## src/rtl/hazard_forward_unit_if.sv

```systemverilog
// hazard_forward_unit_if: ID-stage operand/producer info in, bypass selects and stall info out
interface hazard_forward_unit_if #(
  parameter int AWIDTH = 5,
  parameter int SELW = 2,
  parameter int CNTW = 32
);
  logic id_valid;
  logic [AWIDTH-1:0] id_rs1_addr;
  logic [AWIDTH-1:0] id_rs2_addr;
  logic id_rs1_used;
  logic id_rs2_used;
  logic [AWIDTH-1:0] id_rd_addr;
  logic id_reg_we;
  logic id_is_load;
  logic flush;
  logic pipe_hold;
  logic [SELW-1:0] forward_a_sel;
  logic [SELW-1:0] forward_b_sel;
  logic stall;
  logic [CNTW-1:0] stall_cnt;
  modport master (
    output id_valid, id_rs1_addr, id_rs2_addr, id_rs1_used, id_rs2_used,
           id_rd_addr, id_reg_we, id_is_load, flush, pipe_hold,
    input  forward_a_sel, forward_b_sel, stall, stall_cnt
  );
  modport slave (
    input  id_valid, id_rs1_addr, id_rs2_addr, id_rs1_used, id_rs2_used,
           id_rd_addr, id_reg_we, id_is_load, flush, pipe_hold,
    output forward_a_sel, forward_b_sel, stall, stall_cnt
  );
endinterface

```

## src/rtl/hazard_forward_unit.sv

```systemverilog
// hazard_forward_unit: shadow pipeline of in-flight writes driving bypass selects and load-use stalls
module hazard_forward_unit #(
  parameter int NSTAGES = 3,
  parameter int LOAD_LAT = 2,
  parameter int AWIDTH = 5,
  parameter int CNTW = 32
) (
  input logic clk,
  input logic rst_n,
  hazard_forward_unit_if.slave bus
);
  localparam int SELW = $clog2(NSTAGES + 1);
  typedef struct packed {
    logic v;
    logic [AWIDTH-1:0] rd;
    logic we;
    logic ld;
  } entry_t;
  entry_t e [1:NSTAGES];
  logic [NSTAGES:1] m_a, m_b;
  logic [SELW-1:0] sel_a, sel_b;
  logic lu_a, lu_b, stall;
  logic [CNTW-1:0] cnt;
  for (genvar k = 1; k <= NSTAGES; k++) begin : g_m
    assign m_a[k] = bus.id_valid & bus.id_rs1_used & e[k].v & e[k].we & (e[k].rd == bus.id_rs1_addr) & (|bus.id_rs1_addr);
    assign m_b[k] = bus.id_valid & bus.id_rs2_used & e[k].v & e[k].we & (e[k].rd == bus.id_rs2_addr) & (|bus.id_rs2_addr);
  end
  always_comb begin
    sel_a = '0;
    sel_b = '0;
    lu_a = 1'b0;
    lu_b = 1'b0;
    for (int k = NSTAGES; k >= 1; k--) begin
      sel_a = m_a[k] ? SELW'(k) : sel_a;
      lu_a = m_a[k] ? (e[k].ld && k < LOAD_LAT) : lu_a;
      sel_b = m_b[k] ? SELW'(k) : sel_b;
      lu_b = m_b[k] ? (e[k].ld && k < LOAD_LAT) : lu_b;
    end
  end
  assign stall = (lu_a | lu_b) & ~bus.flush & ~bus.pipe_hold;
  assign bus.forward_a_sel = sel_a;
  assign bus.forward_b_sel = sel_b;
  assign bus.stall = stall;
  assign bus.stall_cnt = cnt;
  always_ff @(posedge clk) begin
    if (!rst_n) begin
      for (int k = 1; k <= NSTAGES; k++) e[k] <= '0;
      cnt <= '0;
    end else begin
      cnt <= (stall && !(&cnt)) ? cnt + CNTW'(1) : cnt;
      if (!bus.pipe_hold) begin
        e[1] <= stall ? '0 : entry_t'({bus.id_valid & ~bus.flush, bus.id_rd_addr, bus.id_reg_we, bus.id_is_load});
        for (int k = 2; k <= NSTAGES; k++) e[k] <= e[k-1];
      end
    end
  end
endmodule

```

## src/flat_wrapper.sv

```systemverilog
// flat-port wrapper written by rule: the top's interface ports become plain ports
module hazard_forward_unit_flat 
#(
  parameter int NSTAGES = 3,
  parameter int LOAD_LAT = 2,
  parameter int AWIDTH = 5,
  parameter int CNTW = 32
)
  (clk, rst_n, bus_id_valid, bus_id_rs1_addr, bus_id_rs2_addr, bus_id_rs1_used, bus_id_rs2_used, bus_id_rd_addr, bus_id_reg_we, bus_id_is_load, bus_flush, bus_pipe_hold, bus_forward_a_sel, bus_forward_b_sel, bus_stall, bus_stall_cnt);
  hazard_forward_unit_if #(.AWIDTH(AWIDTH), .SELW(2), .CNTW(CNTW)) bus_i ();
  input logic clk;
  input logic rst_n;
  input wire logic [$bits(bus_i.id_valid)-1:0] bus_id_valid;
  input wire logic [$bits(bus_i.id_rs1_addr)-1:0] bus_id_rs1_addr;
  input wire logic [$bits(bus_i.id_rs2_addr)-1:0] bus_id_rs2_addr;
  input wire logic [$bits(bus_i.id_rs1_used)-1:0] bus_id_rs1_used;
  input wire logic [$bits(bus_i.id_rs2_used)-1:0] bus_id_rs2_used;
  input wire logic [$bits(bus_i.id_rd_addr)-1:0] bus_id_rd_addr;
  input wire logic [$bits(bus_i.id_reg_we)-1:0] bus_id_reg_we;
  input wire logic [$bits(bus_i.id_is_load)-1:0] bus_id_is_load;
  input wire logic [$bits(bus_i.flush)-1:0] bus_flush;
  input wire logic [$bits(bus_i.pipe_hold)-1:0] bus_pipe_hold;
  output wire logic [$bits(bus_i.forward_a_sel)-1:0] bus_forward_a_sel;
  output wire logic [$bits(bus_i.forward_b_sel)-1:0] bus_forward_b_sel;
  output wire logic [$bits(bus_i.stall)-1:0] bus_stall;
  output wire logic [$bits(bus_i.stall_cnt)-1:0] bus_stall_cnt;
  assign bus_i.id_valid = bus_id_valid;
  assign bus_i.id_rs1_addr = bus_id_rs1_addr;
  assign bus_i.id_rs2_addr = bus_id_rs2_addr;
  assign bus_i.id_rs1_used = bus_id_rs1_used;
  assign bus_i.id_rs2_used = bus_id_rs2_used;
  assign bus_i.id_rd_addr = bus_id_rd_addr;
  assign bus_i.id_reg_we = bus_id_reg_we;
  assign bus_i.id_is_load = bus_id_is_load;
  assign bus_i.flush = bus_flush;
  assign bus_i.pipe_hold = bus_pipe_hold;
  assign bus_forward_a_sel = bus_i.forward_a_sel;
  assign bus_forward_b_sel = bus_i.forward_b_sel;
  assign bus_stall = bus_i.stall;
  assign bus_stall_cnt = bus_i.stall_cnt;
  hazard_forward_unit #(.NSTAGES(NSTAGES), .LOAD_LAT(LOAD_LAT), .AWIDTH(AWIDTH), .CNTW(CNTW)) u_core (.clk(clk), .rst_n(rst_n), .bus(bus_i));
endmodule
```

## config.mk

```make
export PLATFORM = sky130hd
export DESIGN_NAME = hazard_forward_unit_flat
export DESIGN_NICKNAME = d
export VERILOG_FILES = /design/src/rtl/hazard_forward_unit_if.sv /design/src/rtl/hazard_forward_unit.sv /design/src/flat_wrapper.sv
export SDC_FILE = /design/constraint.sdc
export NUM_CORES = 1
export LEC_CHECK = 0
export ABC_AREA = 1
export BUFFER_PORTS_ARGS = -buffer_cell sky130_fd_sc_hd__buf_2
export CELL_PAD_IN_SITES_DETAIL_PLACEMENT = 0
export CELL_PAD_IN_SITES_GLOBAL_PLACEMENT = 1
export CORE_UTILIZATION = 40
export CTS_CLUSTER_SIZE = 28
export DETAILED_ROUTE_END_ITERATION = 8
export PLACE_DENSITY_LB_ADDON = 0.05
export SLEW_MARGIN = 5
export SYNTH_ARGS = -nofsm -noshare
export SYNTH_HDL_FRONTEND = slang
export SYNTH_SLANG_ARGS = --single-unit
export TNS_END_PERCENT = 30
```

## constraint.sdc

```tcl
create_clock -name clk -period 2.4 [get_ports clk]
set_input_delay 0.24 -clock clk [delete_from_list [all_inputs] [get_ports clk]]
set_output_delay 0.24 -clock clk [all_outputs]
set_load 0.005 [all_outputs]
```

# == Word level (Yosys, flattened, before mapping) ==
# Memories as Yosys holds them, arrays and structs flattened.
# Index checks and enable logic that the tools add are counted.
# classes
n_addsub,1
n_eq_ne,6
n_mux,16
n_bitwise,35
reduce_logical,5
# ops
cell,count
$add 32x1->32 const B,1
$mux 8,4
$reduce_and 32->1,1
$eq 5x5->1,6
$and 1x1->1,29
$mux 2,6
$reduce_or 5->1,2
$mux 1,6
$or 1x1->1,4
$not 1->1,2
$logic_and 1x1->1,1
$logic_not 1->1,1
# totals
reg_bits,32
ramBits,24
in_bits,24
output_inout_bits,37
word_cells,65
memories,1
# memory_table
memory,depth,width,rd,rd_ports_with_merged_regs,write_ports,line_no,text
u_core.e,3,8,3,0,3,hazard_forward_unit.sv:19,entry_t e [1:NSTAGES];

# == Depth between registers and ports, before layout ==
# Gate-level depths: netlist of the first run.
# logic_depth
depth_word,11
mapped_depth,12
depth_no_buf,11

# == Worst setup path before layout of the first run ==
# OpenSTA, ideal clock, no wires.
# synth_timing
kind,reg2reg
startpoint,reg u_core.cnt[0] (netlist: u_core.bus.stall_cnt[0])
endpoint,reg u_core.cnt[23] (netlist: u_core.bus.stall_cnt[23])
setup_ps,140
t_arrival_ps,1654
t_required_ps,2260
path_slack_ps,606
stages_incl_launch_ff,11
path_buffers,2
period_less_slack_ps,1794
cell_sequence,dfxtp_1 > ha_1 > nand2_2 > nor2_4 > nand2_4 > nor2_4 > nand3_4 > buf_4 > buf_6 > nand4_1 > a21oi_2
# synth_via
elab_chain_cells,3
word_cells_on_any_way,4
cone_classes,add/sub: 1; reduce/logical: 3
# synth_rtl
element,line_no,text
"start, declared",hazard_forward_unit.sv:23,logic [CNTW-1:0] cnt;
"start signal, assigned",hazard_forward_unit.sv:50,cnt <= (stall && !(&cnt)) ? cnt + CNTW'(1) : cnt;
branches (longest 3 deep; another with $add 32x1->32),-,
# Several ways; the timed one is not identified.
# A chain may end at the register's enable or synchronous reset.

# == Worst setup path after layout of the first run ==
# layout_timing
startpoint,reg u_core.cnt[0] (netlist: u_core.bus.stall_cnt[0])
endpoint,reg u_core.cnt[19] (netlist: u_core.bus.stall_cnt[19])
# The elaborated chain is that of the path after synthesis.

==> results of run 1 <==
## cell families (layout without fill, tap and decap cells)
family,Yosys count,after routing
buffers and inverters,72,134
adder cells (fa/ha/maj),1,1
AO/OA/AOI/OAI,51,51
AND/OR/NAND/NOR,353,353
flip-flops,54,54
XOR/XNOR,21,21
## cells in the mapped netlist (7+ instances only)
master | number | share of area [%]
a21oi_1 | 23 | 3.1
a21oi_2 | 13 | 3.1
clkbuf_1 | 7 | 0.71
dfxtp_1 | 32 | 17
edfxtp_1 | 22 | 18
inv_1 | 55 | 5.6
nand2_1 | 185 | 19
nand2_2 | 11 | 1.9
nand3_1 | 7 | 0.95
nand3b_1 | 14 | 2.8
nand4_1 | 33 | 5.6
nor2_1 | 88 | 8.9
o21ai_0 | 10 | 1.4
xnor2_1 | 11 | 2.6
xor2_1 | 10 | 2.4
## metal layers
metal	global-route usage (%)	up-vias	share of wire [%]
li1	-	1900	-
met1	34.1	1652	53
met2	36.0	74	42
met3	2.86	7	3.6
met4	4.48	0	0.73
met5	0	-	0
## final cells by class
cell class	instances	area (um^2)	share of cell area (%)
clock buffers	6	82.6	1.96
clock inverters	2	16.3	0.386
inverters	56	210	4.99
multi-input cells	426	2090	49.6
flip-flops and latches	54	1300	30.9
well taps	108	135	3.21
repair buffers	70	375	8.92
## flip-flops by register name, indices dropped and copies added (netlist names)
name / cells
u_core.e: 22
u_core.bus.stall_cnt: 32
## power by group through the flow
stage	Clock, mW	Combinational [mW]	Sequential, mW
floorplan	0	0.0963	1.02
global placement	0	0.156	1.02
detailed placement	0	0.157	1.02
CTS	0.594	0.157	1.00
global route	0.625	0.174	1.01
finish	0.575	0.158	1.00
## metrics by stage
stage	cell area (um^2)	instances	hold slack, ns	setup WS, ns	total power, mW
after detailed placement	4110	714	0.512	0.214	1.18
after floorplan	3700	552	0.360	0.606	1.11
after global routing	4210	722	0.203	0.0128	1.81
after CTS	4210	722	0.203	0.194	1.75
final	4210	722	0.212	0.234	1.74
after global placement	4110	714	0.511	0.282	1.18
## critical path: stages, from the launching register on
cell and delay (ns):
dfxtp_1 0.43, ha_1 0.32, nand2_2 0.11, nor2_4 0.20, nand2_4 0.10, nor2_4 0.17, nand3_4 0.10, nand3_4 0.39
nand2_1 0.13, a21oi_2 0.16
## final timing paths
path | end | slack (ns) | depth (start not counted)
setup / recovery | u_core.bus.stall_cnt[19] | 0.23 | 9
hold / removal | u_core.bus.stall_cnt[0] | 0.21 | 3
setup reg to reg | u_core.bus.stall_cnt[19] | 0.23 | 9
hold reg to reg | u_core.bus.stall_cnt[7] | 0.53 | 2
==> results.sh, run 1 <==
export IMPL_status="finished with violations"
export IMPL_violations="design-rule violations"
export IMPL_synth_cells=552
export IMPL_num_vias=3633
export IMPL_p_leak_nw=1.74
export IMPL_grt_max_degree=34
export IMPL_fin_skew_ns=0.00697
export IMPL_synth_xor_area_share_pct=4.97
export IMPL_p_int_mw=1.28
export IMPL_worstSetupPathType="flip-flop to flip-flop"
export IMPL_fillers=946
export IMPL_clk_latency_ns=0.32
export IMPL_cts_setup_buffers=0
export IMPL_final_common_cell="nand2_1"
export IMPL_antenna_found_initial=0
export IMPL_portBuffers=60
export IMPL_syn_nets=577
export IMPL_first_iter_violations=199
export IMPL_synth_main_ff_cell="dfxtp_1"
export IMPL_drive_gt1_share_pct=18.2
export IMPL_finalCriticalPeriod_ns=2.17
export IMPL_synth_area_mux_share_pct=0
export IMPL_io_pins=61
export IMPL_combPwrFrac_pct=9.1
export IMPL_min_from="rst_n"
export IMPL_initial_core_util_pct=41.8
export IMPL_swShare_pct=26.4
export IMPL_slew_headroom_pct=66.2
export IMPL_synth_warning_count=0
export IMPL_core_mm2=0.00885
export IMPL_grt_overflow=0
export IMPL_ys_ff_latch=54
export IMPL_nets=638
export IMPL_totalWireLength_um=10600
export IMPL_ir_drop_v=0.000289
export IMPL_synth_compound_area_share_pct=8.49
export IMPL_synthAdderAreaFrac_pct=0.338
export IMPL_cts_root_buffer="clkbuf_8"
export IMPL_gp_congestion=0.838
export IMPL_power_density_mw_per_mm2=412
export IMPL_power_switching_uw=458
export IMPL_hold_path_class="input pin to flip-flop"
export IMPL_final_util_pct=47.6
export IMPL_ctsHtreeMaxLevel=2
export IMPL_clk_path_buf_depth=2
export IMPL_hold_buffers=0
export IMPL_cts_resized=0
export IMPL_synth_simple_area_share_pct=42.6
export IMPL_fp_dieH_um=98.2
export IMPL_cts_sinks=54
export IMPL_drtAntennaViolNets=0
export IMPL_clockPowerShare_pct=33.1
export IMPL_arrival_ns=2.42
export IMPL_setup_tns_ns=0
export IMPL_finalMaxSlewViolations=0
export IMPL_grt_usage_pct=23.0
export IMPL_yosysUniqueCellTypes=33
export IMPL_synth_edf_count=22
export IMPL_rsz0062_at_grt="no"
export IMPL_antenna_cells=0
export IMPL_maxCapViolations=0
export IMPL_setup_violations_final=0
export IMPL_timing_rr_start="u_core.bus.stall_cnt[0]"
export IMPL_drt_pass1_iter_count=6
export IMPL_crit_start="u_core.bus.stall_cnt[0]"
export IMPL_finalHoldViolCount=0
export IMPL_cts_buffers=5
export IMPL_timing_final_crit_share_pct=90.3
export IMPL_synth_area_mm2=0.00370
export IMPL_fmax_mhz=462
export IMPL_start_kind="flip-flop"
export IMPL_grt_pass1_vias=3438
export IMPL_routedWlPerCell_um=14.6
export IMPL_async_flop_share_pct=0
export IMPL_grt_pass1_wl_um=17700
export IMPL_clk_pin_slew_ns=0.10
export IMPL_required_ns=2.65
export IMPL_chipWidth_um=98.2
export IMPL_avgViaCountPerCell=5.03
export IMPL_rows=34
export IMPL_synth_top_family_by_area="simple AND/OR/NAND/NOR gates"
export IMPL_power_frac_seq_pct=57.8
export IMPL_drcViolationCount=2
export IMPL_path_max_fanout=33
export IMPL_syn_avg_cell_area_um2=6.70
export IMPL_worst_pin_slew_ns=0.506
export IMPL_final_cell_mix="185 x nand2_1, 88 x nor2_1, 60 x buf_2"
export IMPL_syn2layout_area_growth_pct=13.8
export IMPL_cts_tree="done"
export IMPL_dp_hpwl_um=8080
export IMPL_dieArea_mm2=0.00964
export IMPL_cp_end_kind="flip-flop"
export IMPL_ys_seq_area_share_pct=35.2
Power figures use the tool's default switching activity.
==> inputs of run 2 (changes only) <==
CORE_ASPECT_RATIO = 1.4   (was default)
==> run 2 against run 1 <==
  * Worst setup slack better by 0.081 ns
  * Sequential share of layout area is 0.36 points lower
  * Critical path depth is 1 higher
  * Routed wire length is 3.2% higher
  * Clock power is 27% higher
  * The flow now finishes without violations
  * Combinational power hardly changed
  * Total power is 8.9% higher
  * First-iteration DRC count is 17% lower
==> results.sh, run 2 (synthesis gave the netlist of run 1 again) <==
export IMPL_final_common_cell="nand2_1"
export IMPL_rrSetupSlack_ns=0.31
export IMPL_cts_buffers=5
export IMPL_cp_end_kind="flip-flop"
export IMPL_grt_usage_pct=23.6
export IMPL_max_stage_delay_ns=0.40
export IMPL_drtAntennaViolNets=0
export IMPL_finalCriticalPeriod_ns=2.09
export IMPL_rsz0062_at_grt="no"
export IMPL_p_leak_nw=1.77
export IMPL_cts_root_buffer="clkbuf_16"
export IMPL_start_kind="flip-flop"
export IMPL_drcViolationCount=0
export IMPL_io_pins=61
export IMPL_initial_core_util_pct=41.2
export IMPL_required_ns=2.59
export IMPL_chipWidth_um=83.3
export IMPL_maxCapViolations=0
export IMPL_grt_max_degree=34
export IMPL_grt_pass1_wl_um=17700
export IMPL_largest_reg_flops=32
export IMPL_slew_headroom_pct=65.7
export IMPL_hold_buffers=0
export IMPL_antenna_cells=0
export IMPL_grt_overflow=0
export IMPL_avgViaCountPerCell=5.15
export IMPL_cts_setup_buffers=0
export IMPL_place_area_mm2=0.00412
export IMPL_syn2layout_area_growth_pct=15.2
export IMPL_drt_pass1_iter_count=4
export IMPL_pre_cts_ws_ns=0.309
export IMPL_first_iter_violations=165
export IMPL_path_max_fanout=33
export IMPL_core_mm2=0.00898
export IMPL_rows=41
export IMPL_critPathSlowestCell="dfxtp_1"
export IMPL_status="finished clean"
export IMPL_timing_final_crit_share_pct=86.9
export IMPL_final_cell_mix="185 x nand2_1, 88 x nor2_1, 60 x buf_2"
export IMPL_antenna_found_initial=0
export IMPL_clk_latency_ns=0.30
export IMPL_worstSetupPathType="flip-flop to flip-flop"
export IMPL_num_vias=3721
export IMPL_nets=639
export IMPL_ctsHtreeMaxLevel=2
export IMPL_totalWireLength_um=10900
export IMPL_gp_congestion=0.907
export IMPL_path_cells="ha_1, nand2_2, nor2_4, nand2_4, nor2_4, nand3_4, nand3_4, nand2_1, nand2_1, nor2_1"
export IMPL_dieArea_mm2=0.00964
export IMPL_worst_pin_slew_ns=0.512
export IMPL_fin_skew_ns=0.00459
export IMPL_finalHoldViolCount=0
export IMPL_cpLargestDelayFamily="simple AND/OR/NAND/NOR gates"
export IMPL_arrival_ns=2.28
export IMPL_cts_tree="done"
export IMPL_power_density_mw_per_mm2=444
export IMPL_setup_ws_ns=0.315
export IMPL_crit_buf_inv=0
export IMPL_hold_path_class="input pin to flip-flop"
export IMPL_dp_hpwl_um=8310
export IMPL_setup_tns_ns=0
export IMPL_grt_pass1_vias=3590
export IMPL_cts_sinks=54
export IMPL_cts_resized=0
export IMPL_portBuffers=60
export IMPL_clk_path_buf_depth=2
export IMPL_finalMaxSlewViolations=0
export IMPL_fp_dieH_um=116
export IMPL_setup_violations_final=0
export IMPL_fin_area_mm2=0.00426
export IMPL_ir_drop_v=0.000235
export IMPL_routedWlPerCell_um=15.1
export IMPL_clk_pin_slew_ns=0.07
export IMPL_drive_gt1_share_pct=18.2
export IMPL_fmax_mhz=480
[run 2: cell types whose count changed in the layout (fill, tap and decap cells not counted), sizes merged]
| cell | before | now |
|---|---|---|
| buf | 70 | 71 |
| clkinv | 0 | 2 |
| clkinvlp | 1 | 0 |
| inv | 57 | 56 |
[run 2: routing by layer]
layer | vias to the layer above | part of all wire (%) | global-route usage (%)
met1 | 1717 | 39 | 25.0
li1 | 1899 | - | -
met4 | 0 | 4.4 | 13.0
met5 | - | 0 | 0
met3 | 26 | 3.2 | 2.92
met2 | 79 | 54 | 45.4
[run 2: power breakdown]
| group | leakage [nW] | switching [mW] | internal [mW] |
|---|---|---|---|
| Clock | 0.0708 | 0.341 | 0.388 |
| Combinational | 1.20 | 0.101 | 0.0562 |
| Sequential | 0.500 | 0.0205 | 0.982 |
[run 2: area by class of cell]
type	instances	area, um^2
fill	961	4720
multi-input combinational	426	2090
sequential	54	1300
timing repair buffer	71	383
inverter	56	210
tap	107	134
clock buffer	6	129
clock inverter	2	13.8
[run 2: per-stage QoR]
stage,hold WS [ns],utilization (%),power (mW),std cells
global route,0.217,47.5,1.96,722
CTS,0.219,47.5,1.91,722
global placement,0.513,45.9,1.18,714
finish,0.219,47.5,1.89,722
floorplan,0.360,-,1.11,552
detailed placement,0.517,45.9,1.18,714
[run 2: worst register-to-register path, stage by stage (launching register included)]
cell and delay, ns:
dfxtp_1 0.40, ha_1 0.29, nand2_2 0.11, nor2_4 0.18, nand2_4 0.10, nor2_4 0.16
nand3_4 0.10, nand3_4 0.40, nand2_1 0.13, nand2_1 0.08, nor2_1 0.03
[run 2: worst paths after layout]
| kind | from | cells after the start | end |
|---|---|---|---|
| hold / removal | rst_n | 3 | u_core.bus.stall_cnt[0] |
| setup reg to reg | u_core.bus.stall_cnt[0] | 10 | u_core.bus.stall_cnt[1] |
| setup / recovery | u_core.bus.stall_cnt[0] | 10 | u_core.bus.stall_cnt[1] |
| hold reg to reg | u_core.bus.stall_cnt[9] | 2 | u_core.bus.stall_cnt[9] |
==> inputs of run 3 (changes only) <==
REMOVE_ABC_BUFFERS = 1   (was default)
==> run 3 against run 2 <==
  * Register-to-register slack worse by 0.07 ns
  * Critical path type unchanged
  * Routed wire length fell by 1.6%
  * Largest cell class unchanged
  * Non-clock buffer count decreased by 2
==> results.sh, run 3 (synthesis gave the netlist of run 1 again) <==
export IMPL_cts_buffers=5
export IMPL_fp_dieH_um=116
export IMPL_rows=41
export IMPL_portBuffers=60
export IMPL_grt_usage_pct=23.3
export IMPL_chipWidth_um=83.3
export IMPL_instances_no_fill=720
export IMPL_timing_final_crit_share_pct=90.0
export IMPL_final_util_pct=47.6
export IMPL_grt_pass1_wl_um=17500
export IMPL_cts_tree="done"
export IMPL_num_vias=3663
export IMPL_antenna_cells=0
export IMPL_ir_drop_v=0.000309
export IMPL_fin_area_mm2=0.00427
export IMPL_required_ns=2.63
export IMPL_clk_latency_ns=0.30
export IMPL_drcViolationCount=0
export IMPL_grt_pass1_vias=3616
export IMPL_avgViaCountPerCell=5.09
export IMPL_grt_max_degree=34
export IMPL_gp_congestion=0.874
export IMPL_place_area_mm2=0.00410
export IMPL_fin_hold_ws_ns=0.226
export IMPL_status="finished clean"
export IMPL_largest_reg_flops=32
export IMPL_slew_headroom_pct=67.1
export IMPL_initial_core_util_pct=41.2
export IMPL_finalMaxSlewViolations=0
export IMPL_start_kind="flip-flop"
export IMPL_io_pins=61
export IMPL_setup_violations_final=0
export IMPL_cts_root_buffer="clkbuf_16"
export IMPL_arrival_ns=2.39
export IMPL_setup_tns_ns=0
export IMPL_cp_end_kind="flip-flop"
export IMPL_cts_resized=0
export IMPL_drive_gt1_share_pct=17.9
export IMPL_hold_path_class="input pin to flip-flop"
export IMPL_hold_buffers=0
export IMPL_grt_overflow=0
export IMPL_finalCriticalPeriod_ns=2.16
export IMPL_fmax_mhz=463
export IMPL_fin_skew_ns=0.00713
export IMPL_dieArea_mm2=0.00964
export IMPL_finalHoldViolCount=0
export IMPL_dp_hpwl_um=8140
export IMPL_cts_setup_buffers=0
export IMPL_ctsHtreeMaxLevel=2
export IMPL_r2r_cells=9
export IMPL_dp_cells=712
export IMPL_path_max_fanout=33
export IMPL_p_leak_nw=1.77
export IMPL_worst_pin_slew_ns=0.494
export IMPL_whs_path_depth=3
export IMPL_totalWireLength_um=10700
export IMPL_drt_pass1_iter_count=4
export IMPL_nets=637
export IMPL_cts_sinks=54
export IMPL_routedWlPerCell_um=14.9
export IMPL_final_common_cell="nand2_1"
export IMPL_power_density_mw_per_mm2=467
export IMPL_syn2layout_area_growth_pct=15.4
export IMPL_drtAntennaViolNets=0
export IMPL_setup_ws_ns=0.240
export IMPL_worstSetupPathType="flip-flop to flip-flop"
export IMPL_maxCapViolations=0
export IMPL_core_mm2=0.00898
export IMPL_antenna_found_initial=0
export IMPL_first_iter_violations=148
export IMPL_clk_pin_slew_ns=0.07
export IMPL_clk_path_buf_depth=2
export IMPL_pre_cts_ws_ns=0.252
export IMPL_total_power_mw=1.99
export IMPL_rsz0062_at_grt="no"
export IMPL_final_cell_mix="185 x nand2_1, 88 x nor2_1, 60 x buf_2"
-- run 3: cell types whose count changed in the layout (fill, tap and decap cells not counted) --
cell	before	now
clkinvlp_4	0	1
clkinv_4	1	0
bufinv_16	0	1
clkinv_2	1	0
buf_4	11	9
-- run 3: area by class of cell --
| type | count | area [um^2] |
|---|---|---|
| Clock buffer | 6 | 129 |
| Clock inverter | 2 | 37.5 |
| Fill cell | 964 | 4710 |
| Inverter | 56 | 210 |
| Multi-Input combinational cell | 426 | 2090 |
| Sequential cell | 54 | 1300 |
| Tap cell | 107 | 134 |
| Timing Repair Buffer | 69 | 368 |
-- run 3: power by group --
part | switching (mW) | total [mW] | internal [mW]
clock network | 0.340 | 0.834 | 0.493
logic | 0.100 | 0.157 | 0.0562
registers | 0.0198 | 1.00 | 0.982
-- run 3: critical path: stages (launching register included) --
cell     delay (ns)
dfxtp_1        0.39
ha_1           0.32
nand2_2        0.12
nor2_4         0.20
nand2_4        0.10
nor2_4         0.17
nand3_4        0.10
nand3_4        0.40
nand2_1        0.13
a21oi_2        0.16
-- run 3: final timing paths --
kind                            slack (ns)                     start                        to
worst min register to register        0.52  u_core.bus.stall_cnt[31]  u_core.bus.stall_cnt[31]
worst min-delay path                  0.23                     rst_n   u_core.bus.stall_cnt[1]
worst max-delay path                  0.24   u_core.bus.stall_cnt[0]  u_core.bus.stall_cnt[17]
worst max register to register        0.24   u_core.bus.stall_cnt[0]  u_core.bus.stall_cnt[17]
-- run 3: layer usage --
layer	vias up	part of all wire, %	global-route usage (%)
li1	1894	-	-
met4	0	2.8	10.9
met1	1684	40	24.2
met2	64	54	46.1
met3	21	2.5	3.28
met5	-	0	0
